$ cat src/rtl/adder9x_ctrl_if.sv
// Handshake and datapath bundle between an operand source, the adder9x_ctrl
// sequencer and the external adder9x instance. Frame counter with ADDER9X_CTRL_FRAME_CNT_EN.
interface adder9x_ctrl_if #(
  parameter int N = 8
);
  logic             in_valid;
  logic             in_ready;
  logic [N-1:0]     in_data;
  logic [9*N-1:0]   ops;
  logic [N-1:0]     add_res;
  logic             out_valid;
  logic             out_ready;
  logic [N-1:0]     out_data;
  logic             busy;
`ifdef ADDER9X_CTRL_FRAME_CNT_EN
  logic [15:0]      frame_cnt;
`endif

  // master: operand source, adder9x and result sink seen as one peer
  modport master (
    output in_valid, in_data, add_res, out_ready,
    input  in_ready, ops, out_valid, out_data, busy
`ifdef ADDER9X_CTRL_FRAME_CNT_EN
    , input frame_cnt
`endif
  );

  modport slave (
    input  in_valid, in_data, add_res, out_ready,
    output in_ready, ops, out_valid, out_data, busy
`ifdef ADDER9X_CTRL_FRAME_CNT_EN
    , output frame_cnt
`endif
  );
endinterface

$ cat src/rtl/adder9x_ctrl.sv
// Serial-to-parallel sequencer for adder9x: loads nine operands, waits out the adder
// latency, returns the sum. Optional frame counter under ADDER9X_CTRL_FRAME_CNT_EN.
//
// state  | meaning
// S_LOAD | accepting operand beats, index selects op1..op9
// S_WAIT | op bus frozen, counting adder latency
// S_OUT  | sum held on out_data until downstream accepts
module adder9x_ctrl #(
  parameter int N   = 8,
  parameter int LAT = 1
) (
  input  logic          clk,
  input  logic          rst,
  adder9x_ctrl_if.slave bus
);

  typedef enum logic [1:0] {
    S_LOAD = 2'd0,
    S_WAIT = 2'd1,
    S_OUT  = 2'd2
  } state_t;

  localparam logic [3:0] LAT_C = 4'(LAT);

  state_t         state_q, state_d;
  logic [3:0]     idx_q, idx_d;
  logic [3:0]     cnt_q, cnt_d;
  logic [9*N-1:0] ops_q, ops_d;
  logic [N-1:0]   out_data_q, out_data_d;
  logic           out_valid_q, out_valid_d;
  logic           in_ready;

  always_ff @(posedge clk or negedge rst) begin
    if (!rst) begin
      state_q     <= S_LOAD;
      idx_q       <= '0;
      cnt_q       <= '0;
      ops_q       <= '0;
      out_data_q  <= '0;
      out_valid_q <= 1'b0;
    end else begin
      state_q     <= state_d;
      idx_q       <= idx_d;
      cnt_q       <= cnt_d;
      ops_q       <= ops_d;
      out_data_q  <= out_data_d;
      out_valid_q <= out_valid_d;
    end
  end

  always_comb begin
    state_d     = state_q;
    idx_d       = idx_q;
    cnt_d       = cnt_q;
    ops_d       = ops_q;
    out_data_d  = out_data_q;
    out_valid_d = out_valid_q;
    in_ready    = 1'b0;
    case (state_q)
      S_LOAD: begin
        in_ready = 1'b1;
        if (bus.in_valid) begin
          for (int k = 0; k < 9; k++) begin
            if (idx_q == 4'(k)) ops_d[k*N +: N] = bus.in_data;
          end
          if (idx_q == 4'd8) begin
            idx_d   = '0;
            cnt_d   = '0;
            state_d = S_WAIT;
          end else begin
            idx_d = idx_q + 4'd1;
          end
        end
      end
      S_WAIT: begin
        // adder res is valid LAT edges after the op bus settled
        if (cnt_q == LAT_C) begin
          out_data_d  = bus.add_res;
          out_valid_d = 1'b1;
          state_d     = S_OUT;
        end else begin
          cnt_d = cnt_q + 4'd1;
        end
      end
      S_OUT: begin
        if (bus.out_ready) begin
          out_valid_d = 1'b0;
          state_d     = S_LOAD;
        end
      end
      default: state_d = S_LOAD;
    endcase
  end

  assign bus.in_ready  = in_ready;
  assign bus.ops       = ops_q;
  assign bus.out_valid = out_valid_q;
  assign bus.out_data  = out_data_q;
  assign bus.busy      = (state_q != S_LOAD) || (idx_q != 4'd0);

`ifdef ADDER9X_CTRL_FRAME_CNT_EN
  logic [15:0] frame_cnt_q;

  always_ff @(posedge clk or negedge rst) begin
    if (!rst) begin
      frame_cnt_q <= '0;
    end else if (out_valid_q && bus.out_ready) begin
      frame_cnt_q <= frame_cnt_q + 16'd1;
    end
  end

  assign bus.frame_cnt = frame_cnt_q;
`endif

endmodule

$ cat src/flat_wrapper.sv
// flat-port wrapper written by rule: the top's interface ports become plain ports
module adder9x_ctrl_flat 
#(
  parameter int N   = 8,
  parameter int LAT = 1
)
  (clk, rst, bus_in_valid, bus_in_data, bus_add_res, bus_out_ready, bus_in_ready, bus_ops, bus_out_valid, bus_out_data, bus_busy);
  adder9x_ctrl_if #(.N(N)) bus_i ();
  input  logic clk;
  input  logic rst;
  input wire logic [$bits(bus_i.in_valid)-1:0] bus_in_valid;
  input wire logic [$bits(bus_i.in_data)-1:0] bus_in_data;
  input wire logic [$bits(bus_i.add_res)-1:0] bus_add_res;
  input wire logic [$bits(bus_i.out_ready)-1:0] bus_out_ready;
  output wire logic [$bits(bus_i.in_ready)-1:0] bus_in_ready;
  output wire logic [$bits(bus_i.ops)-1:0] bus_ops;
  output wire logic [$bits(bus_i.out_valid)-1:0] bus_out_valid;
  output wire logic [$bits(bus_i.out_data)-1:0] bus_out_data;
  output wire logic [$bits(bus_i.busy)-1:0] bus_busy;
  assign bus_i.in_valid = bus_in_valid;
  assign bus_i.in_data = bus_in_data;
  assign bus_i.add_res = bus_add_res;
  assign bus_i.out_ready = bus_out_ready;
  assign bus_in_ready = bus_i.in_ready;
  assign bus_ops = bus_i.ops;
  assign bus_out_valid = bus_i.out_valid;
  assign bus_out_data = bus_i.out_data;
  assign bus_busy = bus_i.busy;
  adder9x_ctrl #(.N(N), .LAT(LAT)) u_core (.clk(clk), .rst(rst), .bus(bus_i));
endmodule
$ cat config.mk
export PLATFORM = sky130hd
export DESIGN_NAME = adder9x_ctrl_flat
export DESIGN_NICKNAME = d
export VERILOG_FILES = /design/src/rtl/adder9x_ctrl_if.sv /design/src/rtl/adder9x_ctrl.sv /design/src/flat_wrapper.sv
export SDC_FILE = /design/constraint.sdc
export NUM_CORES = 1
export LEC_CHECK = 0
export BUFFER_PORTS_ARGS = -buffer_cell sky130_fd_sc_hd__buf_2
export CAP_MARGIN = 30
export CORE_MARGIN = 5
export CORE_UTILIZATION = 40
export DETAILED_ROUTE_END_ITERATION = 12
export PLACE_DENSITY = 0.63
export SETUP_SLACK_MARGIN = 0.2
export SLEW_MARGIN = 15
export SYNTH_ARGS = -nofsm -noshare
export SYNTH_HDL_FRONTEND = slang
export SYNTH_SLANG_ARGS = --single-unit
$ cat constraint.sdc
create_clock -name clk -period 5.29 [get_ports clk]
set_input_delay 1.058 -clock clk [delete_from_list [all_inputs] [get_ports clk]]
set_output_delay 1.058 -clock clk [all_outputs]
set_load 0.01 [all_outputs]
==> impl_results.md <==
* CTS buffer count at 9
* Worst path depth at 4
* Die area at around 0.011 mm^2
* Fmax at just under 400 MHz
* Tmin final at roughly 2500 ps
* Hold endpoint: u_core.bus.ops[25]$_DFFE_PN0P_
* CTS tree: yes
* Worst Hold Class: flip-flop to flip-flop
* PwrDens at 620 mW/mm^2
* Routed WL per cell at 17.9 um
* Port bufs at around 100
* DRC at 0
* Commonest non-fill, non-tap cell in the layout: buf_2
* Status: completed
* Reg clk slew, reported paths at ~90 ps
* DR pass1 iterations at 4
* FP Rows at 35
* Hold Crit Start: u_core.bus.ops[25]$_DFFE_PN0P_
* CP peak stage delay at roughly 420 ps
* Area grow syn2layout at 21.1%
* Final ANT Viol Nets at 0
* Ant diodes at 0
* Most frequent cells in the layout: buf_2, dfrtp_1, mux2_2, clkbuf_8, mux2_4
* Worst setup margin at ~2800 ps
* CP arrival at 1470 ps
* CTS root buf: clkbuf_8
* Die width at about 110 um
* YS warnings at 0
* R2R Setup Slk at about 3200 ps
* Final WL at about 8000 um
* Startpoint types: flip-flop
* Max-Cap Viols at 0
* Share of cells above drive strength 1 at approximately three fifths
* Top delay family on crit path: flip-flops
* First-pass GRT wire length at 13400 um
* Clk_lat worst skew at about 350 ps
* Max IR drop VDD at between 0.2 and 0.3 mV
* CTS resizes at 0
* Gpl congestion at roughly 0.78
* Synth Instances at about 240
* Final instance area at 0.00451 mm^2
* Post-CTS setup buffers at 0
* HPWL after DPL at 5950 um
* CP bufs+invs at 2
* CORE AREA at approximately 0.0092 mm^2
* Chip height at 106 um
* Tot Pwr at ~2.8 mW
* Largest net degree at the start of global routing at 66
* RR Endpoint: u_core.bus.ops[37]$_DFFE_PN0P_
* Mapped cell area at 0.00372 mm^2
* Fillers at 819
* Clock sink count at 91
* Crit Reg-Reg Startpoint: u_core.idx_q[0]$_DFFE_PN0P_
* CP required at ~4200 ps
* Final Max Tran Viols at 0
* Via count at 2295
* Clock skew at ~14 ps
* Netlist cell types at 35
* Worst-path maximum fanout at 4
* RSZ-0062 raised after global routing: no
* GRT Residual Overflow at 0
* FF-to-FF path depth at 5
* Least-Margin Pin Slew at between 800 and 900 ps
* Initial antenna violation count at 0
* GRT Util Overall at 15.3%
* I/O pins at 103
* Slowest cell on the critical path: dfrtp_1
* Sequential area share after synthesis at a little over 60%
* Endpoints failing setup at 0
* Via density at approximately 5.0
* Vias in the first global route at ~2500
* Slew HR at between 40 and 50%
* Clock Tree Buf Depth at 2
* Post-Syn Nets at approximately 270
* Syn Area/Cell at 15.4 um^2
* Initial Utilization at 40.7%
* Worst Setup End Kind: output pin
* Leakage at 2.21 nW
* Setup TNS at 0 ps
* CTS Hold Bufs at 0
* Fin crit share at a little under half
* Hold path cells at 1
* Yosys reg bits at roughly 90
* Worst-path cell chain: inv_1, ha_1, nand3b_1, buf_2
* Setup CP Type: flip-flop to output pin
* Placed instance area at roughly 0.0043 mm^2
* # nets final at between 300 and 400
* Dpl ws at roughly 2800 ps
* DR iter-0 viols at slightly below 80
* Endpoints failing hold at 0
* Htree depth at 3
==> area by class of cell <==
class | instances | area, um^2 | area share (%)
clock inverter | 5 | 43.8 | 0.972
multi-input combinational | 135 | 1370 | 30.3
clock buffer | 10 | 138 | 3.05
sequential | 91 | 2280 | 50.5
tap | 111 | 139 | 3.08
inverter | 6 | 22.5 | 0.500
timing repair buffer | 103 | 520 | 11.6
==> how the worst max path moves through the flow <==
stage / from / to / slack [ps]
2_1_floorplan: bus_in_valid / u_core.bus.ops[32]$_DFFE_PN0P_ / 3180
3_3_place_gp: bus_in_valid / u_core.bus.ops[32]$_DFFE_PN0P_ / 2840
3_5_place_dp: bus_in_valid / u_core.bus.ops[38]$_DFFE_PN0P_ / 2790
4_1_cts: u_core.idx_q[0]$_DFFE_PN0P_ / bus_busy / 2720
5_1_grt: u_core.idx_q[0]$_DFFE_PN0P_ / bus_busy / 2680
6_report: u_core.idx_q[0]$_DFFE_PN0P_ / bus_busy / 2760
==> layer usage <==
layer / wire [um] / global-route usage, %
met1: 3670 / 19.5
met2: 3990 / 25.3
met3: 432 / 3.52
met4: 155 / 6.12
met5: 0 / 0
==> synth_stat cells, drive strengths merged <==
cell type  count  area share (%)
nor2b          1            0.17
nand2          7            0.71
nand3b         2            0.40
o211ai         1            0.20
mux2i          2            0.54
and4           1            0.24
xor2           1            0.24
nand3          2            0.27
nor3b          2            0.40
and4bb         1            0.34
nor2           3            0.30
a22o           1            0.24
buf            9             1.5
dfrtp         91              61
a311o          1            0.27
or3            2            0.34
or2b           1            0.20
mux2          82              26
nor3           3            0.54
xnor2          1            0.24
nand4bb        1            0.74
o21ai          3            0.40
o32ai          1            0.24
and3           2            0.34
ha             6             2.0
o22ai          1            0.17
nand2b         2            0.34
inv            6            0.61
or3b           1            0.24
nor4b          3            0.71
or4b           1            0.27
==> kinds of logic (layout without fill, tap and decap cells) <==
family	count (synthesis)	after routing	share of synthesized area, %
mux	84	84	26.2
fa+ha+maj	6	6	2.02
compound gates	8	8	1.51
buf+inv	15	124	2.12
flops	91	91	61.2
xor+xnor	2	2	0.471
simple gates	35	35	6.52
==> flip-flops by register name (all words and copies together) (netlist names) <==
name and count:
u_core.bus.ops 72, u_core.bus.out_data 8, u_core.cnt_q 4, u_core.idx_q 4
u_core.state_q 2, u_core.bus.out_valid 1
==> per-stage QoR <==
| stage | std cells | hold slack [ps] | util [%] |
|---|---|---|---|
| floorplan | 241 | 530 | - |
| global placement | 446 | 481 | 47.2 |
| detailed placement | 446 | 488 | 47.2 |
| CTS | 461 | 509 | 49.2 |
| global route | 461 | 526 | 49.2 |
| finish | 461 | 504 | 49.2 |
==> power by group <==
group | internal (mW) | leakage (nW) | switching [mW]
clock network | 0.188 | 0.0873 | 0.249
registers | 1.03 | 1.12 | 0.208
logic | 0.587 | 1.01 | 0.528
total | 1.81 | 2.21 | 0.985
No activity file was read; power rests on OpenSTA's default activity.
